==> config.mk <==
export PLATFORM = sky130hd
export DESIGN_NAME = digit_position_counter_flat
export DESIGN_NICKNAME = d
export VERILOG_FILES = /design/src/rtl/digit_position_counter_pkg.sv /design/src/rtl/digit_position_counter_if.sv /design/src/rtl/digit_position_counter_press_debounce.sv /design/src/rtl/digit_position_counter.sv /design/src/flat_wrapper.sv
export SDC_FILE = /design/constraint.sdc
export NUM_CORES = 1
export LEC_CHECK = 0
export ABC_AREA = 1
export CELL_PAD_IN_SITES_DETAIL_PLACEMENT = 1
export CELL_PAD_IN_SITES_GLOBAL_PLACEMENT = 2
export CORE_AREA = 2 2 59 61
export DETAILED_ROUTE_END_ITERATION = 8
export DIE_AREA = 0 0 61 63
export PLACE_DENSITY = 0.73
export SLEW_MARGIN = 20
export SYNTH_ARGS = -nofsm -noshare
export SYNTH_HDL_FRONTEND = slang
export SYNTH_HIERARCHICAL = 1
export SYNTH_SLANG_ARGS = --single-unit
==> constraint.sdc <==
create_clock -name Clk -period 2.4 [get_ports Clk]
set_clock_uncertainty 0.15 [all_clocks]
set_input_delay 0.48 -clock Clk [delete_from_list [all_inputs] [get_ports Clk]]
set_output_delay 0.48 -clock Clk [all_outputs]
set_load 0.03 [all_outputs]
==> src/rtl/digit_position_counter_pkg.sv <==
// ---------------------------------------------------------------------------
// digit_count_pkg
// Shared encodings and default constants for the digit position counter.
//   mode_e : boundary behaviour selected by the Mode input
//   dir_e  : step direction selected by the Down input
//   DEFAULT_* : default parameter values used by the counter and interface
// ---------------------------------------------------------------------------
package digit_count_pkg;

    typedef enum logic {
        MODE_WRAP = 1'b0,
        MODE_SAT  = 1'b1
    } mode_e;

    typedef enum logic {
        DIR_UP   = 1'b0,
        DIR_DOWN = 1'b1
    } dir_e;

    localparam int DEFAULT_WIDTH      = 4;
    localparam int DEFAULT_MIN_VAL    = 1;
    localparam int DEFAULT_MAX_VAL    = 5;
    localparam int DEFAULT_DEB_CYCLES = 16;

endpackage

==> src/rtl/digit_position_counter_if.sv <==
// ---------------------------------------------------------------------------
// digit_position_counter_if
// Control/status bundle of the digit position counter.
//   master : drives StartCount, Down, Mode, Clear, Load, LoadValue;
//            observes CounterValue, Wrap, AtMax, AtMin
//   slave  : the counter itself (mirror directions)
// Parameter WIDTH must match the counter's WIDTH.
// ---------------------------------------------------------------------------
interface digit_position_counter_if
    import digit_count_pkg::*;
#(
    parameter int WIDTH = DEFAULT_WIDTH
);
    logic             StartCount;
    logic             Down;
    logic             Mode;
    logic             Clear;
    logic             Load;
    logic [WIDTH-1:0] LoadValue;
    logic [WIDTH-1:0] CounterValue;
    logic             Wrap;
    logic             AtMax;
    logic             AtMin;

    modport master (
        output StartCount, Down, Mode, Clear, Load, LoadValue,
        input  CounterValue, Wrap, AtMax, AtMin
    );

    modport slave (
        input  StartCount, Down, Mode, Clear, Load, LoadValue,
        output CounterValue, Wrap, AtMax, AtMin
    );
endinterface

==> src/rtl/digit_position_counter_press_debounce.sv <==
// ---------------------------------------------------------------------------
// press_debounce
// Two-flop synchronizer followed by a stability filter for the raw button
// level. The filtered output only changes after DEB_CYCLES consecutive
// synchronized samples that disagree with it.
// Only compiled when DIGITCOUNT_DEBOUNCE_EN is defined.
// Ports:
//   Clk           : clock, rising edge
//   Reset         : synchronous, active-low
//   RawLevel      : asynchronous button level
//   SyncLevel     : synchronized (unfiltered) level
//   FilteredLevel : debounced level, registered
// ---------------------------------------------------------------------------
`ifdef DIGITCOUNT_DEBOUNCE_EN
module press_debounce
    import digit_count_pkg::*;
#(
    parameter int DEB_CYCLES = DEFAULT_DEB_CYCLES
) (
    input  logic Clk,
    input  logic Reset,
    input  logic RawLevel,
    output logic SyncLevel,
    output logic FilteredLevel
);
    localparam int              CW     = $clog2(DEB_CYCLES);
    localparam logic [CW-1:0]   RELOAD = CW'(DEB_CYCLES - 1);

    logic          syncA;
    logic          syncB;
    logic [CW-1:0] stableCnt;

    // The synchronizer resets to "pressed" so a button held through reset
    // never looks like it was released; the counter's arming logic relies
    // on seeing a genuine low after reset.
    always_ff @(posedge Clk) begin
        if (!Reset) begin
            syncA         <= 1'b1;
            syncB         <= 1'b1;
            FilteredLevel <= 1'b0;
            stableCnt     <= RELOAD;
        end else begin
            syncA <= RawLevel;
            syncB <= syncA;
            if (syncB == FilteredLevel) begin
                stableCnt <= RELOAD;
            end else if (stableCnt == '0) begin
                FilteredLevel <= syncB;
                stableCnt     <= RELOAD;
            end else begin
                stableCnt <= stableCnt - CW'(1);
            end
        end
    end

    assign SyncLevel = syncB;

endmodule
`endif

==> src/rtl/digit_position_counter.sv <==
// ---------------------------------------------------------------------------
// digit_position_counter
// Button-driven up/down counter over [MIN_VAL, MAX_VAL] with wrap or
// saturate behaviour at the range ends, clear, and clamped load.
// Optional macro DIGITCOUNT_DEBOUNCE_EN inserts press_debounce in front of
// the edge detector (step latency becomes DEB_CYCLES+3 edges).
// Ports:
//   Clk   : clock, rising edge
//   Reset : synchronous, active-low
//   bus   : digit_position_counter_if.slave
//           in : StartCount, Down, Mode, Clear, Load, LoadValue
//           out: CounterValue, Wrap, AtMax, AtMin (all registered)
// ---------------------------------------------------------------------------
module digit_position_counter
    import digit_count_pkg::*;
#(
    parameter int WIDTH      = DEFAULT_WIDTH,
    parameter int MIN_VAL    = DEFAULT_MIN_VAL,
    parameter int MAX_VAL    = DEFAULT_MAX_VAL,
    parameter int DEB_CYCLES = DEFAULT_DEB_CYCLES
) (
    input logic                     Clk,
    input logic                     Reset,
    digit_position_counter_if.slave bus
);
    localparam logic [WIDTH-1:0] MIN_V = WIDTH'(MIN_VAL);
    localparam logic [WIDTH-1:0] MAX_V = WIDTH'(MAX_VAL);

    if (MIN_VAL < 0 || MIN_VAL > MAX_VAL || MAX_VAL > (2**WIDTH) - 1 ||
        DEB_CYCLES < 2) begin : genParamCheck
        $error("digit_position_counter: illegal WIDTH/MIN_VAL/MAX_VAL/DEB_CYCLES");
    end

    logic             pressQ;
    logic             pressQq;
    logic             armLevel;
    logic             armed;
    logic             step;
    logic             inRange;
    logic [WIDTH-1:0] count;
    logic [WIDTH-1:0] nextCount;
    logic             nextWrap;
    logic             wrapQ;
    logic             atMaxQ;
    logic             atMinQ;

    // ------------------------------------------------------------------
    // Press level source: filtered or raw.
    // ------------------------------------------------------------------
`ifdef DIGITCOUNT_DEBOUNCE_EN
    press_debounce #(
        .DEB_CYCLES    (DEB_CYCLES)
    ) uPressDebounce (
        .Clk           (Clk),
        .Reset         (Reset),
        .RawLevel      (bus.StartCount),
        .SyncLevel     (armLevel),
        .FilteredLevel (pressQ)
    );
`else
    always_ff @(posedge Clk) begin
        if (!Reset) begin
            pressQ <= 1'b0;
        end else begin
            pressQ <= bus.StartCount;
        end
    end

    assign armLevel = bus.StartCount;
`endif

    // ------------------------------------------------------------------
    // Edge detector. After reset the detector stays disarmed until the
    // button has been seen low once, so a press held through reset is
    // discarded rather than counted on release of reset.
    // ------------------------------------------------------------------
    always_ff @(posedge Clk) begin
        if (!Reset) begin
            pressQq <= 1'b0;
            armed   <= 1'b0;
        end else begin
            pressQq <= pressQ;
            if (!armLevel) begin
                armed <= 1'b1;
            end
        end
    end

    assign step = pressQ & ~pressQq & armed;

    // ------------------------------------------------------------------
    // Next count. Clear and Load swallow a coincident step.
    // ------------------------------------------------------------------
    always_comb begin
        nextCount = count;
        nextWrap  = 1'b0;
        inRange   = (count >= MIN_V) && (count <= MAX_V);

        if (bus.Clear) begin
            nextCount = '0;
        end else if (bus.Load) begin
            if (bus.LoadValue < MIN_V) begin
                nextCount = MIN_V;
            end else if (bus.LoadValue > MAX_V) begin
                nextCount = MAX_V;
            end else begin
                nextCount = bus.LoadValue;
            end
        end else if (step) begin
            if (!inRange) begin
                // Out-of-range values (e.g. 0 after clear) re-enter at the
                // end of the range the step is heading toward.
                nextCount = (bus.Down == DIR_DOWN) ? MAX_V : MIN_V;
            end else if (bus.Down == DIR_UP) begin
                if (count == MAX_V) begin
                    if (bus.Mode == MODE_WRAP) begin
                        nextCount = MIN_V;
                        nextWrap  = 1'b1;
                    end
                end else begin
                    nextCount = count + WIDTH'(1);
                end
            end else begin
                if (count == MIN_V) begin
                    if (bus.Mode == MODE_WRAP) begin
                        nextCount = MAX_V;
                        nextWrap  = 1'b1;
                    end
                end else begin
                    nextCount = count - WIDTH'(1);
                end
            end
        end
    end

    // Flags are derived from nextCount so they line up with CounterValue.
    always_ff @(posedge Clk) begin
        if (!Reset) begin
            count  <= '0;
            wrapQ  <= 1'b0;
            atMaxQ <= 1'b0;
            atMinQ <= (MIN_VAL == 0);
        end else begin
            count  <= nextCount;
            wrapQ  <= nextWrap;
            atMaxQ <= (nextCount == MAX_V);
            atMinQ <= (nextCount == MIN_V);
        end
    end

    assign bus.CounterValue = count;
    assign bus.Wrap         = wrapQ;
    assign bus.AtMax        = atMaxQ;
    assign bus.AtMin        = atMinQ;

endmodule

==> src/flat_wrapper.sv <==
// flat-port wrapper written by rule: the top's interface ports become plain ports
module digit_position_counter_flat import digit_count_pkg::*;
#(
    parameter int WIDTH      = DEFAULT_WIDTH,
    parameter int MIN_VAL    = DEFAULT_MIN_VAL,
    parameter int MAX_VAL    = DEFAULT_MAX_VAL,
    parameter int DEB_CYCLES = DEFAULT_DEB_CYCLES
)
  (Clk, Reset, bus_StartCount, bus_Down, bus_Mode, bus_Clear, bus_Load, bus_LoadValue, bus_CounterValue, bus_Wrap, bus_AtMax, bus_AtMin);
  digit_position_counter_if #(.WIDTH(WIDTH)) bus_i ();
  input logic Clk;
  input logic Reset;
  input wire logic [$bits(bus_i.StartCount)-1:0] bus_StartCount;
  input wire logic [$bits(bus_i.Down)-1:0] bus_Down;
  input wire logic [$bits(bus_i.Mode)-1:0] bus_Mode;
  input wire logic [$bits(bus_i.Clear)-1:0] bus_Clear;
  input wire logic [$bits(bus_i.Load)-1:0] bus_Load;
  input wire logic [$bits(bus_i.LoadValue)-1:0] bus_LoadValue;
  output wire logic [$bits(bus_i.CounterValue)-1:0] bus_CounterValue;
  output wire logic [$bits(bus_i.Wrap)-1:0] bus_Wrap;
  output wire logic [$bits(bus_i.AtMax)-1:0] bus_AtMax;
  output wire logic [$bits(bus_i.AtMin)-1:0] bus_AtMin;
  assign bus_i.StartCount = bus_StartCount;
  assign bus_i.Down = bus_Down;
  assign bus_i.Mode = bus_Mode;
  assign bus_i.Clear = bus_Clear;
  assign bus_i.Load = bus_Load;
  assign bus_i.LoadValue = bus_LoadValue;
  assign bus_CounterValue = bus_i.CounterValue;
  assign bus_Wrap = bus_i.Wrap;
  assign bus_AtMax = bus_i.AtMax;
  assign bus_AtMin = bus_i.AtMin;
  digit_position_counter #(.WIDTH(WIDTH), .MIN_VAL(MIN_VAL), .MAX_VAL(MAX_VAL), .DEB_CYCLES(DEB_CYCLES)) u_core (.Clk(Clk), .Reset(Reset), .bus(bus_i));
endmodule
=== Yosys cells after proc, flatten, opt, wreduce, memory -nomap -nowiden ===
Index checks and enable logic that the tools add are counted.

* Output and inout bits: 7
* Word-level logic and storage cells: 41
* Input bits: 11
* Register bits after elaboration: 10

* Bitwise logic cells: 6
* Equal/unequal tests: 4
* $add $sub $neg: 2
* $lt $le $gt $ge: 4
* Reductions and logical operators: 2
* Muxes and demuxes: 16

{| class="wikitable"
|+ Operators with widths
! operator !! number
|-
| $mux W4 || 11
|-
| $eq A4 B1 Y1 const B || 2
|-
| $eq A4 B3 Y1 const B || 2
|-
| $reduce_or A5 Y1 || 1
|-
| $add A4 B1 Y4 const B || 1
|-
| $ge A4 B1 Y1 const B || 1
|-
| $gt A4 B3 Y1 const B || 1
|-
| $le A4 B3 Y1 const B || 1
|-
| $lt A4 B1 Y1 const B || 1
|-
| $mux W1 || 4
|-
| $not A1 Y1 || 4
|-
| $sub A4 B1 Y4 const B || 1
|-
| $mux W3 || 1
|-
| $and A1 B1 Y1 || 2
|-
| $logic_and A1 B1 Y1 || 1
|}

=== Logic depth before layout (Yosys ltp) ===
Gate-level depths: netlist of run 1.

* Depth in word-level cells: 8
* Gate-level depth with buffers: 14
* Depth with buffers taken out: 14

=== Worst setup path after synthesis of run 1 ===
OpenSTA, ideal clock, no wires.

* Path kind: reg2reg
* From: register u_core.count[0], in the netlist u_core/bus.CounterValue[0]
* To: register u_core.atMaxQ, in the netlist u_core/bus.AtMax
* Data arrival time: 1,693 ps
* Required time: 2,138 ps
* Cell stages (with the launch flop): 13
* Buffers on the path: 0
* Period minus slack after synthesis: 1,956 ps
* Path slack: 444 ps
* Setup time: 112 ps
* Cell sequence: dfxtp_1 -> inv_1 -> ha_1 -> inv_1 -> nand2_1 -> nand3_2 -> nand3_2 -> inv_1 -> nand3_1 -> o21ai_1 -> nand2_2 -> nand3_2 -> nor2_1

* Word-level cells in the longest chain between the ends: 8
* Elaborated cells between the ends (all ways): 17
* Classes of those cells: add/sub (2); order compare (2); eq/ne (3); mux (9); reduce/logical (1)

{| class="wikitable"
|+ RTL lines
! item !! line !! text
|-
| start: declaration || digit_position_counter.sv:40 || <nowiki>logic [WIDTH-1:0] count;</nowiki>
|-
| start signal: assignment || digit_position_counter.sv:144 || <nowiki>count <= nextCount;</nowiki>
|-
| $add A4 B1 Y4 (tied with other cells) || digit_position_counter.sv:121 || <nowiki>nextCount = count + WIDTH'(1);</nowiki>
|-
| $mux W4 (on tied branches) || digit_position_counter.sv:115, digit_position_counter.sv:124 ||
|-
| $mux W4 || digit_position_counter.sv:114 || <nowiki>end else if (bus.Down == DIR_UP) begin</nowiki>
|-
| $mux W4 || digit_position_counter.sv:110 || <nowiki>if (!inRange) begin</nowiki>
|-
| $mux W4 * || digit_position_counter.sv:109 || <nowiki>end else if (step) begin</nowiki>
|-
| $mux W4 * || digit_position_counter.sv:101 || <nowiki>end else if (bus.Load) begin</nowiki>
|-
| $mux W4 * || digit_position_counter.sv:99 || <nowiki>if (bus.Clear) begin</nowiki>
|-
| $eq A4 B3 Y1 * || digit_position_counter.sv:146 || <nowiki>atMaxQ <= (nextCount == MAX_V);</nowiki>
|-
| end signal: assignment || digit_position_counter.sv:146 ||
|-
| end: declaration || digit_position_counter.sv:44 || <nowiki>logic atMaxQ;</nowiki>
|}

Mark *: on every way between the ends. The rest lies on a longest branch, timed or not.
A chain may end at the register's enable or synchronous reset.

=== Final worst setup path of run 1 ===
* From: register u_core.count[1], in the netlist u_core/bus.CounterValue[1]
* To: output bus_CounterValue[1]

{| class="wikitable"
|+ RTL lines
! item !! line !! text
|-
| end: declaration || flat_wrapper.sv:19 || <nowiki>output wire logic [$bits(bus_i.CounterValue)-1:0] bus_CounterValue;</nowiki>
|}

No word-level cell between the ends.

==> flow_summary.yaml, run 1 <==
sta:
  slew_violations: 0
  relSlewSlack: 0.7569
  post-route-min-period_ns: 2.038
  hold_slack_ns: 0.2980
  setup_viol: 0
  setup_repair_after_global_routing_missed_its_margin: "no"
  finalHoldViolCount: 0
  tns_ns: 0
  max_clock_freq_mhz: 490.6
  worst-slew-pin-transition_ns: 0.3633
  finalCritPeriodShare: 0.8492
worst_setup_path:
  startpoint_type: "flop"
  worst_ep_arrival_time_ns: 1.41
  critPathMaxFanout: 5
  critical_path_buf_inv_count: 2
  path_delay_family: "buffers and inverters"
  critical_path.max_stage_delay_ns: 0.66
  critical_path_required_ns: 1.77
  worst_path_max_delay_cell: "clkdlybuf4s50_1"
  worst_path_cell_chain: "buf_4, clkdlybuf4s50_1"
  timing.setup.critical_path_class: "flop to output pin"
  end_kind: "output pin"
die:
  floorplan.die_area_um2: 3843
  core-area_um2: 3232
  io_pins: 18
  starting_density_of_the_core: 0.2389
  die_span_in_y_um: 63
  die-width_um: 61
  std_cell_rows: 21
yosys:
  synthDistinctLibCells: 22
  synth_area_um2: 772.0
  synth.ff_latch_count: 10
  synth_enable_flop_cells: 0
  yosysSeqAreaShare: 0.2593
  synth.largest_area_cell: "dfxtp_1"
  asyncSetResetFlopFracSynth: 0
  netlist.area_leader.share: 0.2593
  dominantRegCellSynth: "dfxtp_1"
  area_contributors_post_synth: "dfxtp_1 (26%), nand2_1 (16%), nand3_1 (9.1%), inv_1 (7.3%), nand3_2 (6.5%)"
  syn-instance-count: 119
  synth_area_per_cell_um2: 6.487
  synth.net_count: 133
  yosysWarnings: 6
placed_design:
  gp_congestion: 0.7663
  post_dp_cell_area_um2: 1018
  placedCellCount: 185
  total_half_perimeter_wirelength_after_legalization_and_detailed_placement_um: 1820
  port-buffer-count: 17
final_layout:
  total_nets_final: 158
  finalCoreUtilization: 0.3264
  layout_common_cells: "nand2_1 (33), clkdlybuf4s50_1 (17), inv_1 (15)"
  antenna_cells: 0
  syn_to_final_growth_pct: 36.63
  instances_no_fill: 189
  final_common_cell: "nand2_1"
  layout_cells_sized_above_1: 0.1818
  fin_area_um2: 1055
clock_network:
  tritoncts.num_buffers: 3
  clock-sinks: 10
  resize_count_post_cts: 0
  cts_hold_buf: 0
  clock_tree.buffer_depth: 2
  clk-insertion-delay-late_ns: 0.27
  cts_post_setup_buffers_inserted: 0
  cts_tree: "yes"
  worst_setup_hold_path_clk_slew_ns: 0.07
  cts_htree_levels: 1
  cts.root.buffer_cell: "clkbuf_4"
pwr:
  power_switching_share: 0.2940
  total_switching_power_mw: 0.1294
  power.internal_mw: 0.3108
  power.ir.vdd_worst_uv: 210.1
  sequential_share_of_power: 0.398
  static_leakage_nw: 0.5072
  cellPowerDensity_nw_per_um2: 417.3
  combinational_power_share: 0.253
  power.clock.fraction: 0.349
global_route:
  maximum_number_of_pins_on_one_net_before_global_route_repair: 10
  overflow_after_grt: 0
  grt.total_usage: 0.1290
  grt_pass1_vias: 874
  antenna_found_initial: 0
  grt_pass1_wl_um: 3795
min_path:
  hp-class: "flop to flop"
routing:
  num_vias: 810
  detailedRoute.firstIterationViolations: 15
  routed_via_density: 4.286
  drc_errors: 0
  detail_route.wl_per_cell_um: 11.46
  drt_wl_total_um: 2166
  ant_nets: 0
  detail_route.first_pass.iterations: 4
outcome:
  run_status: "finished clean"
flow_run:
  max-cap-violations: 0
## cell type report
| type | count | area [um2] |
|---|---|---|
| timing repair buffer | 21 | 200.2 |
| sequential | 10 | 200.2 |
| fill | 421 | 2177 |
| multi-input combinational | 89 | 489.2 |
| clock buffer | 4 | 36.28 |
| inverter | 19 | 71.32 |
| tap | 46 | 57.56 |
## worst paths after layout
path | endpoint | startpoint | cells past startpoint | slack (ns)
setup / recovery | bus_CounterValue[1] | u_core/bus.CounterValue[1] | 2 | 0.36
hold / removal | u_core/pressQq | u_core/pressQ | 2 | 0.30
setup reg to reg | u_core/bus.AtMax | u_core/bus.CounterValue[1] | 11 | 0.47
hold reg to reg | u_core/pressQq | u_core/pressQ | 2 | 0.30
## synth_stat cells, types with 2 or more instances
library cell,instances
a21oi_1,2
dfxtp_1,10
ha_1,3
inv_1,15
inv_2,4
nand2_1,33
nand2_2,5
nand3_1,14
nand3_2,5
nand4_1,3
nor2_1,12
nor3_1,2
o21ai_1,2
## layer usage
metal / track usage / vias to the layer above / share of wire / routed length, um
met5: 0 / - / 0 / 0
met1: 0.1702 / 366 / 0.49 / 1056
li1: - / 426 / - / -
met2: 0.2070 / 13 / 0.47 / 1012
met4: 0.04891 / 0 / 0.017 / 36
met3: 0.01863 / 5 / 0.028 / 61
## worst min-delay path: stages (launching register included)
cell and delay, ns:
dfxtp_1 0.31, nand2_1 0.07, inv_1 0.03
## kinds of logic after synthesis
group / after synthesis / synth area share
adder cells (fa/ha/maj): 3 / 0.04863
buffers and inverters: 20 / 0.1070
AO/OA/AOI/OAI: 7 / 0.06483
AND/OR/NAND/NOR: 77 / 0.4976
XOR/XNOR: 2 / 0.02269
flip-flops: 10 / 0.2593
## power groups by stage
stage	Clock (mW)	Sequential [mW]	Combinational, mW
final	0.153	0.175	0.111
after global routing	0.165	0.176	0.125
after CTS	0.159	0.175	0.113
after detailed placement	0	0.179	0.112
after global placement	0	0.179	0.111
after floorplan	0	0.187	0.0601
## sequential cells by signal, indices dropped and copies added (netlist names)
signal	cells
u_core/bus.Wrap	1
u_core/pressQq	1
u_core/bus.CounterValue	4
u_core/bus.AtMin	1
u_core/armed	1
u_core/bus.AtMax	1
u_core/pressQ	1
## stage by stage
step	setup WS [ns]	total power, mW
2_1_floorplan	0.4444	0.2466
3_3_place_gp	0.3542	0.2903
3_5_place_dp	0.3689	0.2914
4_1_cts	0.3469	0.4475
5_1_grt	0.3063	0.4667
6_report	0.3619	0.4402
Note: power is estimated with default switching activity, not from simulation.
==> run 2: changes to the inputs <==
- CORE_AREA: 2 2 59 61 -> 2 2 61 63
- DIE_AREA: 0 0 61 63 -> 0 0 63 65
- PLACE_DENSITY: 0.73 -> 0.72
- clock period: 2.4 -> 1.75 ns (I/O delays scaled with it)
==> flow_summary.yaml, run 2 (synthesis results as in run 1) <==
outcome:
  run_status: "finished clean"
sta:
  post-route-min-period_ns: 1.719
  setup_viol: 0
  relSlewSlack: 0.7764
  finalHoldViolCount: 0
  setup_repair_after_global_routing_missed_its_margin: "yes"
  hold_slack_ns: 0.2938
  finalCritPeriodShare: 0.9822
  max_clock_freq_mhz: 581.8
  fin_ws_ns: 0.03110
  slew_violations: 0
  tns_ns: 0
  worst-slew-pin-transition_ns: 0.3342
min_path:
  timing.hold.worst_path_depth: 2
  min_delay_worst_endpoint: "u_core/pressQq"
  hp-class: "flop to flop"
  worst_hold_startpoint: "u_core/pressQ"
clock_network:
  cts.root.buffer_cell: "clkbuf_4"
  cts_htree_levels: 1
  clock_tree.buffer_depth: 2
  clock-sinks: 10
  worst_setup_hold_path_clk_slew_ns: 0.06
  clk-insertion-delay-late_ns: 0.25
  cts_tree: "yes"
  cts_hold_buf: 0
  tritoncts.num_buffers: 3
final_layout:
  combined_area_of_the_multi_input_logic_cells_um2: 549.3
  antenna_cells: 0
  final_common_cell: "nand2_1"
  fin_area_um2: 1240
  final-seq-area_um2: 205.2
  number_of_flip_flops_under_the_largest_register_name: 4
  syn_to_final_growth_pct: 60.62
  finalCoreUtilization: 0.3547
  layout_common_cells: "nand2_1 (28), buf_4 (19), nand3_1 (14)"
  instances_no_fill: 206
  fill_cell_instance_count_of_the_final_layout: 463
  total_nets_final: 173
  layout_cells_sized_above_1: 0.3544
routing:
  num_vias: 891
  ant_nets: 0
  drt_wl_total_um: 2286
  detail_route.wl_per_cell_um: 11.10
  detailedRoute.firstIterationViolations: 22
  drc_errors: 0
  routed_via_density: 4.325
  detail_route.first_pass.iterations: 3
pwr:
  power.ir.vdd_worst_uv: 318.0
  total_power_mw: 0.5881
  static_leakage_nw: 0.6209
  cellPowerDensity_nw_per_um2: 474.3
worst_setup_path:
  startpoint_type: "flop"
  path_delay_family: "buffers and inverters"
  reg2regPathDepth: 11
  timing.setup.critical_path_class: "flop to output pin"
  worst_path_cell_chain: "clkdlybuf4s50_1"
  worst_path_max_delay_cell: "clkdlybuf4s50_1"
  r2r_slack_ns: 0.10
  critPathMaxFanout: 1
  critical_path.max_stage_delay_ns: 0.66
  r2r-start: "u_core/bus.CounterValue[1]"
  critical_path.reg2reg.endpoint: "u_core/bus.AtMax"
  critical_path_buf_inv_count: 1
  worst_ep_arrival_time_ns: 1.22
  end_kind: "output pin"
  critical_path_required_ns: 1.25
global_route:
  grt_pass1_wl_um: 3898
  grt.total_usage: 0.1189
  antenna_found_initial: 0
  maximum_number_of_pins_on_one_net_before_global_route_repair: 10
  overflow_after_grt: 0
  grt_pass1_vias: 921
die:
  std_cell_rows: 22
  die-width_um: 63
  floorplan.die_area_um2: 4095
  starting_density_of_the_core: 0.2208
  io_pins: 18
  core-area_um2: 3496
  die_span_in_y_um: 65
placed_design:
  post_dp_cell_area_um2: 1134
  dpl_worst_slack_ns: -0.1556
  placedCellCount: 200
  total_half_perimeter_wirelength_after_legalization_and_detailed_placement_um: 1968
  port-buffer-count: 17
  gp_congestion: 0.7749
flow_run:
  max-cap-violations: 0
==> run 2: changes by cell type in the layout (fill, tap and decap cells not counted), moves of 2 or more <==
cell             change
nand2_2              +5
nand3_4              +2
dfxtp_1              -2
o21ai_2              +2
nand3_2              -2
ha_4                 +2
inv_1                -4
dlygate4sd2_1        +4
inv_4                +3
clkdlybuf4s50_1      -6
nand2_1              -5
ha_1                 -2
buf_4               +15
==> run 2: layer usage <==
| layer | global-route usage | wire, um | vias to the layer above |
|---|---|---|---|
| li1 | - | - | 455 |
| met1 | 0.1317 | 1019 | 422 |
| met2 | 0.2407 | 1200 | 12 |
| met3 | 0.01215 | 56 | 2 |
| met4 | 0.02500 | 10 | 0 |
| met5 | 0 | 0 | - |
==> run 2: tightest hold or removal path: cells and delay by family, from the launching register on <==
kind	cells	cell delay, ns
buffers and inverters	1	0.03
DFF	1	0.31
and+or+nand+nor	1	0.06
==> run 2: worst max-delay path by stage <==
stage / startpoint / endpoint / slack (ns) / cells past startpoint
after floorplan: u_core/bus.CounterValue[1] / u_core/bus.AtMin / 0.006 / 12
after global placement: bus_Mode / u_core/bus.AtMin / -0.11 / 10
after detailed placement: bus_Mode / u_core/bus.AtMin / -0.16 / 11
after CTS: u_core/bus.AtMin / bus_AtMin / 0.007 / 1
after global routing: u_core/bus.CounterValue[0] / u_core/bus.AtMin / -0.03 / 14
final: u_core/bus.Wrap / bus_Wrap / 0.03 / 1
==> run 2: cell type report <==
cell class | instances | area share
clock buffer | 4 | 0.02119
inverter | 19 | 0.06357
tap | 48 | 0.04844
sequential | 10 | 0.1655
multi-input combinational | 89 | 0.4430
timing repair buffer | 36 | 0.2583
==> run 2: repair_timing <==
item                                    4_1_cts  5_1_grt
pin swaps                                     1        6
buffers inserted                              0        2
resized for setup                            11       15
endpoints found under the setup margin        7        5
==> run 2: power by group <==
part	switching [mW]	internal, mW	total, mW	leakage [nW]
Sequential	0.00675	0.236	0.242	0.0830
Combinational	0.0985	0.0876	0.186	0.523
Clock	0.0720	0.0877	0.160	0.0150
==> run 3: changes to the inputs <==
- ABC_CLOCK_PERIOD_IN_PS: not set -> 1750
==> results of run 3 <==
Final layout, timing and power as in run 2 (identical DEF).
